### config.mk
export PLATFORM = sky130hd
export DESIGN_NAME = fighter_motion_ctrl
export DESIGN_NICKNAME = d
export VERILOG_FILES = /design/src/rtl/fighter_motion_ctrl.sv
export SDC_FILE = /design/constraint.sdc
export NUM_CORES = 1
export LEC_CHECK = 0
export CAP_MARGIN = 25
export CORE_MARGIN = 2
export CORE_UTILIZATION = 40
export CTS_CLUSTER_SIZE = 10
export DETAILED_ROUTE_END_ITERATION = 10
export SETUP_SLACK_MARGIN = 0.1
export SLEW_MARGIN = 5
export SYNTH_ARGS = -nofsm -noshare
export SYNTH_HDL_FRONTEND = slang
export SYNTH_SLANG_ARGS = --single-unit
export TNS_END_PERCENT = 100
### constraint.sdc
create_clock -name vga_clk -period 4.6 [get_ports vga_clk]
set_input_delay 1.15 -clock vga_clk [delete_from_list [all_inputs] [get_ports vga_clk]]
set_output_delay 1.15 -clock vga_clk [all_outputs]
set_load 0.01 [all_outputs]
### src/rtl/fighter_motion_ctrl.sv
// fighter_motion_ctrl
//   Per-frame motion and animation controller for one fighter sprite.
//   Once per video frame (frame_start pulse) the player keys are sampled and
//   the run/jump state, horizontal position, vertical velocity, and run-cycle
//   animation are advanced. Between updates every output holds its value, so
//   the renderer never sees a mid-frame change.
//
// Ports
//   vga_clk      in   pixel clock, all state changes on its rising edge
//   reset_n      in   asynchronous active-low reset
//   frame_start  in   one-cycle update strobe (vblank start)
//   key_left     in   level, move left
//   key_right    in   level, move right
//   key_jump     in   level, jump (acts on its rising edge across updates)
//   SpriteX      out  [9:0] sprite top-left X
//   SpriteY      out  [9:0] sprite top-left Y
//   anim_state   out  [1:0] 0 IDLE, 1 RUN, 2 AIR
//   anim_frame   out  [1:0] frame index within anim_state
//   facing_left  out  1 = mirror the sprite
//   update_done  out  pulses the cycle the new outputs become visible
//
// state | meaning
// ------+-----------------------------------------------
// IDLE  | on the ground, no direction held
// RUN   | on the ground, moving; run cycle animates
// AIR   | airborne; gravity integrates vy until landing
module fighter_motion_ctrl #(
  parameter int X_START    = 100,
  parameter int X_MIN      = 0,
  parameter int X_MAX      = 599,
  parameter int Y_GROUND   = 400,
  parameter int RUN_STEP   = 2,
  parameter int JUMP_V     = 12,
  parameter int GRAVITY    = 1,
  parameter int ANIM_DIV   = 6,
  parameter int RUN_FRAMES = 4
) (
  input  logic       vga_clk,
  input  logic       reset_n,
  input  logic       frame_start,
  input  logic       key_left,
  input  logic       key_right,
  input  logic       key_jump,
  output logic [9:0] SpriteX,
  output logic [9:0] SpriteY,
  output logic [1:0] anim_state,
  output logic [1:0] anim_frame,
  output logic       facing_left,
  output logic       update_done
);

  typedef enum logic [1:0] {
    ST_IDLE = 2'd0,
    ST_RUN  = 2'd1,
    ST_AIR  = 2'd2
  } state_e;

  localparam int DIV_W = (ANIM_DIV > 1) ? $clog2(ANIM_DIV) : 1;

  localparam logic signed [10:0] X_MIN_S    = 11'(X_MIN);
  localparam logic signed [10:0] X_MAX_S    = 11'(X_MAX);
  localparam logic signed [10:0] STEP_S     = 11'(RUN_STEP);
  localparam logic signed [10:0] Y_GROUND_S = 11'(Y_GROUND);
  localparam logic        [9:0]  Y_TAKEOFF  = 10'(Y_GROUND - JUMP_V);
  localparam logic signed [7:0]  VY_TAKEOFF = 8'(GRAVITY - JUMP_V);
  localparam logic signed [7:0]  GRAV_S     = 8'(GRAVITY);
  localparam logic [DIV_W-1:0]   DIV_LAST   = DIV_W'(ANIM_DIV - 1);
  localparam logic [1:0]         FRAME_LAST = 2'(RUN_FRAMES - 1);

  state_e                state_q, state_d;
  logic [9:0]            x_q, x_d;
  logic [9:0]            y_q, y_d;
  logic signed [7:0]     vy_q, vy_d;
  logic [DIV_W-1:0]      div_q, div_d;
  logic [1:0]            frame_q, frame_d;
  logic                  face_q, face_d;
  logic                  jump_prev_q, jump_prev_d;
  logic                  done_q, done_d;

  logic                  dir_l, dir_r, dir_any, jump_edge;
  logic signed [10:0]    x_cur, x_sum, ny;
  logic [9:0]            x_next;
  logic signed [7:0]     vy_inc;
  logic [DIV_W-1:0]      div_base;
  logic [1:0]            frame_base;

  // Both keys together cancel out.
  assign dir_r     = key_right & ~key_left;
  assign dir_l     = key_left & ~key_right;
  assign dir_any   = dir_r | dir_l;
  assign jump_edge = key_jump & ~jump_prev_q;

  assign x_cur  = $signed({1'b0, x_q});
  assign x_sum  = dir_r ? (x_cur + STEP_S) : (dir_l ? (x_cur - STEP_S) : x_cur);
  assign x_next = (x_sum < X_MIN_S) ? 10'(X_MIN) :
                  (x_sum > X_MAX_S) ? 10'(X_MAX) : x_sum[9:0];

  assign ny     = $signed({1'b0, y_q}) + $signed({{3{vy_q[7]}}, vy_q});
  assign vy_inc = vy_q + GRAV_S;

  always_comb begin
    state_d     = state_q;
    x_d         = x_q;
    y_d         = y_q;
    vy_d        = vy_q;
    div_d       = div_q;
    frame_d     = frame_q;
    face_d      = face_q;
    jump_prev_d = jump_prev_q;
    done_d      = frame_start;
    div_base    = div_q;
    frame_base  = frame_q;

    if (frame_start) begin
      jump_prev_d = key_jump;
      x_d         = x_next;
      if (dir_any) face_d = dir_l;

      case (state_q)
        ST_AIR: begin
          // A pending jump press is deliberately ignored on the landing update.
          if (ny >= Y_GROUND_S) begin
            y_d     = 10'(Y_GROUND);
            vy_d    = '0;
            state_d = dir_any ? ST_RUN : ST_IDLE;
          end else if (ny < 11'sd0) begin
            y_d  = '0;
            vy_d = '0;
          end else begin
            y_d  = ny[9:0];
            vy_d = vy_inc;
          end
        end
        default: begin
          if (jump_edge) begin
            state_d = ST_AIR;
            y_d     = Y_TAKEOFF;
            vy_d    = VY_TAKEOFF;
          end else begin
            state_d = dir_any ? ST_RUN : ST_IDLE;
          end
        end
      endcase

      case (state_d)
        ST_RUN: begin
          // The entering update restarts the cycle from zero and is itself
          // counted, so the first frame change lands on the ANIM_DIV-th update.
          if (state_q != ST_RUN) begin
            div_base   = '0;
            frame_base = '0;
          end
          if (div_base == DIV_LAST) begin
            div_d   = '0;
            frame_d = (frame_base == FRAME_LAST) ? 2'd0 : frame_base + 2'd1;
          end else begin
            div_d   = div_base + DIV_W'(1);
            frame_d = frame_base;
          end
        end
        ST_AIR: begin
          div_d   = '0;
          frame_d = vy_d[7] ? 2'd0 : 2'd1;
        end
        default: begin
          div_d   = '0;
          frame_d = 2'd0;
        end
      endcase
    end
  end

  always_ff @(posedge vga_clk or negedge reset_n) begin
    if (!reset_n) begin
      state_q     <= ST_IDLE;
      x_q         <= 10'(X_START);
      y_q         <= 10'(Y_GROUND);
      vy_q        <= '0;
      div_q       <= '0;
      frame_q     <= '0;
      face_q      <= 1'b0;
      jump_prev_q <= 1'b0;
      done_q      <= 1'b0;
    end else begin
      state_q     <= state_d;
      x_q         <= x_d;
      y_q         <= y_d;
      vy_q        <= vy_d;
      div_q       <= div_d;
      frame_q     <= frame_d;
      face_q      <= face_d;
      jump_prev_q <= jump_prev_d;
      done_q      <= done_d;
    end
  end

  assign SpriteX     = x_q;
  assign SpriteY     = y_q;
  assign anim_state  = state_q;
  assign anim_frame  = frame_q;
  assign facing_left = face_q;
  assign update_done = done_q;

endmodule

==> results, run 1 <==
- The run finished with clean final reports.
- Synthesis produced a netlist with a net count of 324.
- The number of top-level design ports is 32.
- The mapped netlist covers 0.00283 mm².
- Wires add up to 6650 µm.
- Setup repair after global routing left no endpoint under its margin.
- The count of input and output buffers is 31.
- The setup TNS is 0 ps.
- For this configuration, the core starts out at a cell density of 41.4%.
- TritonCTS built the clock tree.
- The DRC violation count after routing is 0.
- Dividing total power by cell area gives a power density of 720 mW/mm².
- The leading cell type by number of instances after synthesis is dfrtp_1.
- The average via count per standard cell is 5.70.
- The routed length on met3 is 191 µm.
- Of all nets on the critical path, the largest fanout is 10.
- The class of the worst hold path is reg2reg.
- Synthesis handed over a netlist of 300 instances.
- The share of the synthesized area in the top cell type is 28.3%.
- For this run, asynchronously set or reset flops after synthesis account for 100%.
- Gates resized during post-CTS repair numbered 0.
- The die is 88.1 µm wide.
- At the later pin of the worst-skew pair, clock insertion delay measures 300 ps.
- After synthesis, the most frequently instantiated cells are dfrtp_1, nor2_1, inv_1.
- The initial antenna violation count is 0.
- The data required time of the critical path is 4760 ps.
- After clock tree synthesis, the clock-pin slew on the worst setup and hold paths is 80 ps.
- The highest metal layer carrying signal wires in the routed design is met4.
- The worst setup path is captured at a register.
- The share of the yosys chip area belonging to registers is 33.8%.
- Once routing completed, OpenROAD measured the worst setup slack at 794 ps.
- The via total after detailed routing is 2444.
- The number of enable-type register cells in the synthesized netlist is 0.
- The pin count of the biggest net entering global routing is 39.
- The area inside the core boundary is 0.00683 mm².
- The number of global-route vias before repair was 2382.
- At the pin with the least slew margin, the transition time is 897 ps.
- The total count of hold-check failures in the final report is 0.
- The area enclosed by the die boundary is 0.00777 mm².
- The worst pin sits at a relative slew slack of 40.2%.
- After floorplanning, the core was divided into 30 placement rows.
- The pre-CTS setup slack is 527 ps.
- The wire length on met1 is 3220 µm.
- Across every metal layer, demand over resource in global routing totals 18.5%.
- In the final design database the tool counted 356 nets.
- The tool flagged a number of max-cap violations equal to 0.
- The count of pins over their slew limit is 0.
- The number of diodes is 0.
- Ranked by total cell area, the synthesized netlist is headed by dfrtp_1, ha_1, dfstp_2.
- From synthesis to final layout, the design area changed by 17.9%.
- The clock tree synthesis step divided the H-tree into 2 levels.
- The synthesized netlist contains 71 unique library cells.
- Across the VDD grid, the largest voltage drop is 295 µV.
- In this run the post-CTS setup repair buffer count came out at 0.
- The overall die height is 88.1 µm.
- The routed length per placed instance is 15.5 µm.
- The cell taking the most area after synthesis is dfrtp_1.
- The clock passes through at most 2 buffers.
- Of the cells placed in the final design, the portion with a size suffix greater than 1 is 10.8%.
- The worst clock skew on the final layout is 7.54 ps.
- The post-detailed-route count of antenna-violating nets is 0.
- The leakage power is 1.38 nW.
- The area of all placed cells without fillers is 0.00334 mm².
- CTS saw 38 sinks.
- The count of hold-fix buffers inserted at cts is 0.
- Setup violations remaining at the end of the flow were counted as 0.
- For this run, the detailed router's first-pass iteration total came to 4.
- Counting I/O delays and the setup requirement, the final critical path takes 3810 ps.
- The fmax is 263 MHz.
- Summed over all nets, wire length on met2 after detailed routing comes to 3130 µm.
- The warning count from the yosys run is 0.
- The final critical path takes up 82.7% of the cycle.
- The buffer type at the clock tree root is clkbuf_8.
- Summed over all layers, the global routing overflow is 0.
- The main flop type after synthesis is dfrtp_1.
- Once detailed placement completed, the half-perimeter wirelength came to 4840 µm.
- In this run, the number of DRC markers left after iteration 0 of detailed routing was 116.
- The critical setup path kind is in2reg.
- At the end of routability-driven placement, the weighted congestion stood at 0.842.
- The data arrival time at the worst-slack endpoint is 3970 ps.
- After detailed placement, the total cell area comes to 0.00323 mm².
- The power after layout is 0.00240 W.
- After synthesis, the mean cell area works out to 9.44 µm².
- The first global-routing pass estimated 11300 µm of wire.
- STA classifies the critical path startpoint as a primary input.
- The flop and latch count out of synthesis is 38.
- The total CTS buffers is 5.
==> worst paths after layout <==
path	start	endpoint	slack [ps]	cells past startpoint
setup / recovery	key_left	SpriteX[1]	790	10
setup reg to reg	vy_q[0]	anim_frame[0]	980	15
max in group asynchronous	reset_n	vy_q[2]	3060	1
min in group asynchronous	reset_n	SpriteX[3]	970	1
hold reg to reg	SpriteX[0]	SpriteX[0]	490	1
hold / removal	SpriteX[0]	SpriteX[0]	490	1
==> cell families after synthesis <==
kind of cell,synth area share [%]
flops,33.8
buf+inv,4.33
compound gates,25.8
fa+ha+maj,8.22
simple gates,23.3
mux,1.15
xor+xnor,3.36
==> where the power goes <==
group / switching, W / leakage [nW] / internal, W
registers: 0.000179 / 0.474 / 0.000476
logic: 0.000802 / 0.855 / 0.000662
clock network: 0.000123 / 0.0524 / 0.000162
total: 0.00110 / 1.38 / 0.00130
==> flip-flops by register name, summed over array words and instances (netlist names) <==
register and count:
vy_q 8, anim_state 2, facing_left 1, SpriteX 10
jump_prev_q 1, div_q 3, anim_frame 2, update_done 1
SpriteY 10
==> final cells by class <==
class / count / area, µm²
fill: 670 / 3490
clock inverter: 1 / 30.0
sequential: 38 / 958
tap: 96 / 120
multi-input combinational: 233 / 1750
clock buffer: 7 / 76.3
timing repair buffer: 34 / 328
inverter: 20 / 75.1
==> metal layers <==
layer,GRT usage [%],up-vias
met3,3.30,9
met1,25.1,1197
met5,0,-
li1,-,1200
met2,29.4,38
met4,7.16,0
==> placed cells by master (no fill, tap or decap), types with 3 or more instances in the layout <==
cell type / Yosys / layout
a22o_1: 6 / 6
o22ai_1: 5 / 5
a31oi_1: 7 / 7
nor2_1: 21 / 21
a21o_1: 4 / 4
o31a_1: 3 / 3
nand2b_1: 3 / 3
nor3_1: 4 / 4
clkdlybuf4s50_1: 0 / 30
dfstp_2: 6 / 6
clkbuf_8: 0 / 5
nand3_1: 6 / 6
and2_1: 3 / 3
nor4_1: 3 / 3
nor2b_1: 11 / 11
o21a_1: 5 / 5
o31ai_1: 7 / 7
nand4_1: 4 / 4
or2_2: 5 / 5
or3_1: 4 / 4
dfrtp_1: 32 / 32
o2bb2ai_1: 4 / 4
a21oi_1: 12 / 12
a221o_1: 5 / 5
inv_1: 20 / 20
buf_4: 1 / 3
nand2_1: 18 / 18
o21ai_0: 10 / 10
and3_1: 8 / 8
ha_1: 17 / 17
xnor2_1: 7 / 7
o22a_1: 3 / 3
==> critical path, cell delays in order <==
cell             delay [ps]
clkdlybuf4s50_1         430
inv_1                    70
ha_1                    380
nand3_1                 180
or3_1                   400
o31a_1                  310
xnor2_2                 170
a221oi_4                490
nor4b_1                 300
a2111oi_1                90
==> metrics by stage <==
step / util (%) / hold WS [ps] / cells
after global routing: 48.9 / 504 / 429
final: 48.9 / 493 / 429
after global placement: 47.3 / 478 / 421
after CTS: 48.9 / 497 / 429
after detailed placement: 47.3 / 479 / 421
after floorplan: - / 481 / 300
(Power assumes the default switching activity.)
==> inputs of run 2 (changes only) <==
- clock period: 4.6 -> 3.85 ns (I/O delays scaled with it)
==> run 2 against run 1 <==
Die area is the same. Routed wire length increased by 3.1%. Largest power group unchanged. Global-route usage rose by 0.29 points. Flip-flop and latch count did not move. Non-clock buffer count up 4. Critical path depth shrank 1. Final area is 0.86% higher. Combinational power is 23% higher.
==> results, run 2 (same netlist as run 1, synthesis figures left out) <==
- STA classifies the critical path startpoint as a primary input.
- The total count of hold-check failures in the final report is 0.
- The area inside the core boundary is 0.00683 mm².
- The number of top-level design ports is 32.
- The final layout net count is 360.
- Clock tree synthesis selected as its root buffer the cell clkbuf_8.
- The longest clock path from root to sink contains 2 buffers.
- The global-route wire length before repair is 11400 µm.
- The first TritonRoute pass finished after 4 iterations.
- Setup violations remaining at the end of the flow were counted as 0.
- The leakage power is 1.40 nW.
- Derived from the worst setup path, the maximum achievable clock frequency is 283 MHz.
- Detailed routing inserted a total of 2435 vias.
- The routed design could run at a clock period as short as 3530 ps.
- The total overflow left after global routing is 0.
- The overall die height is 88.1 µm.
- The largest fanout of any net on the critical path is 10.
- The worst clock skew on the final layout is 11.4 ps.
- For the pin with the worst max-slew slack, the measured transition is 913 ps.
- The DRC violation count after routing is 0.
- The startpoint identified for the worst register-to-register timing path is vy_q[0].
- The critical path goes through clkdlybuf4s50_1, ha_1, nand3_1, or3_1, o31a_1, xnor2_2, a221oi_4, nor4b_1, a2111oi_1.
- The design draws 0.00289 W.
- The number of DRC markers after the initial detailed-route iteration is 107.
- The later-pin clock latency in the skew report is 300 ps.
- The H-tree depth reported by CTS is 2.
- At the end of routability-driven placement, the weighted congestion stood at 0.832.
- The run finished with clean final reports.
- The number of antenna diodes in the final layout is 0.
- For this run, the slowest stage of the critical path takes 500 ps.
- Of the available clock period, the critical path in the final layout requires 91.7%.
- The setup check on the worst reg-to-reg path leaves a slack of 380 ps.
- The area enclosed by the die boundary is 0.00777 mm².
- The placed wire-length estimate is 5000 µm.
- The synthesis-to-layout area growth is 18.9%.
- The slowest cell on the critical path is a221oi_4.
- The library cells used most frequently in the layout, excluding fill and tap cells, are dfrtp_1, clkdlybuf4s50_1, nor2_1.
- The total CTS buffers is 5.
- The power density over cell area is 857 mW/mm².
- The destination of the worst hold path is SpriteX[0].
- The clock-pin slew of the registers on the worst-case setup and hold paths is 80 ps.
- The data arrival time at the worst-slack endpoint is 3690 ps.
- The buffer count from post-CTS setup fixing is 0.
- The setup TNS is 0 ps.
- The data required time of the critical path is 4010 ps.
- The worst slew slack as a fraction of its limit is 39.1%.
- Global routing used 18.8% of the available tracks across all layers.
- Along the worst hold path, the cell count comes to 1.
- The number of global-route vias before repair came to 2366.
- The initial antenna violation count is 0.
- The filler cells instantiated in the layout total 665.
- The final wirelength is 6860 µm.
- Together, buffers and inverters on the worst path number 1.
- The count of standard-cell rows is 30.
- The effective utilization at floorplan is 41.4%.
- The number of violations of the max-capacitance limit is 0.
- The end of the worst register-to-register path is anim_frame[0].
- The critical path is of the in2reg type.
- The startpoint identified for the worst hold timing path is SpriteX[0].
- In the final routed layout, each cell accounts on average for 15.8 µm.
- The worst setup path is captured at a register.
- The post-detailed-route count of antenna-violating nets is 0.
- The count of pins over their slew limit was 0.
- The clock net in this run drives a total of 38 sinks.
- The category of cells accounting for the largest share of critical-path delay is compound AO/OA/AOI/OAI gates.
- In the routed layout, each cell is associated on average with a via count of 5.62.
- The count of hold-fix buffers inserted at cts is 0.
- In this run the horizontal extent of the chip is 88.1 µm.
- IR analysis of the VDD net gives a maximum drop of 395 µV.
- Setup repair after global routing left no endpoint under its margin.
- The TritonCTS clock tree is done.
- The worst hold path belongs to the class reg2reg.
- Entering global routing, the biggest net connects 39 pins.
- The worst register-to-register path has a depth of 15.
- Of the cells placed in the final design, the portion with a size suffix greater than 1 is 13.1%.
- The commonest non-fill, non-tap cell in the layout is dfrtp_1.
- Buffers placed on the I/O ports in this run total 31.
==> run 2: worst register-to-register path, stage by stage (launching register included) <==
cell      delay [ps]
dfrtp_1          430
ha_1             230
inv_1             70
fa_1             240
nor2b_4           60
o31a_1           290
or3_4            350
a221oi_2         360
o31ai_4          140
a31oi_2          290
inv_1             80
ha_1             230
nand2_1          100
nor2_1            60
a311oi_1         300
a221oi_2          90
==> run 2: repair_timing <==
item	4_1_cts	5_1_grt
endpoints found under the setup margin	0	1
resized for setup	0	2
hold endpoints to repair	0	0
==> run 2: per-layer routing <==
metal | wire [µm] | vias up | GRT usage, %
li1 | - | 1212 | -
met1 | 3330 | 1183 | 25.7
met2 | 3260 | 32 | 30.4
met3 | 196 | 8 | 3.30
met4 | 72 | 0 | 5.65
met5 | 0 | - | 0
==> run 2: cell type report <==
type	instances	area (µm²)	share of cell area [%]
Sequential cell	38	958	28.5
Inverter	20	75.1	2.23
Clock inverter	2	12.5	0.372
Multi-Input combinational cell	233	1760	52.3
Clock buffer	6	82.6	2.45
Timing Repair Buffer	38	358	10.6
Tap cell	96	120	3.57
==> run 2: power breakdown <==
part / switching (W) / total (W) / internal (W)
logic: 0.000978 / 0.00179 / 0.000815
registers: 0.000217 / 0.000786 / 0.000569
clock network: 0.000162 / 0.000306 / 0.000144
==> run 2: metrics by stage <==
stage / hold WS [ps] / worst slack (ps) / std cells / utilization [%] / instance area, µm²
after floorplan: 481 / 561 / 300 / - / 2830
after global placement: 474 / 139 / 425 / 47.7 / 3260
after detailed placement: 479 / 50.3 / 425 / 47.7 / 3260
after CTS: 497 / 256 / 433 / 49.1 / 3360
after global routing: 519 / 147 / 433 / 49.3 / 3370
final: 493 / 319 / 433 / 49.3 / 3370
==> run 2: how the worst max path moves through the flow <==
stage	slack [ps]	start	depth (start not counted)	to
CTS	260	vy_q[0]	15	anim_frame[0]
global placement	140	key_left	10	SpriteX[1]
finish	320	key_right	9	SpriteX[1]
detailed placement	50	key_left	10	SpriteX[1]
floorplan	560	SpriteY[0]	15	anim_frame[0]
global route	150	vy_q[0]	15	anim_frame[0]
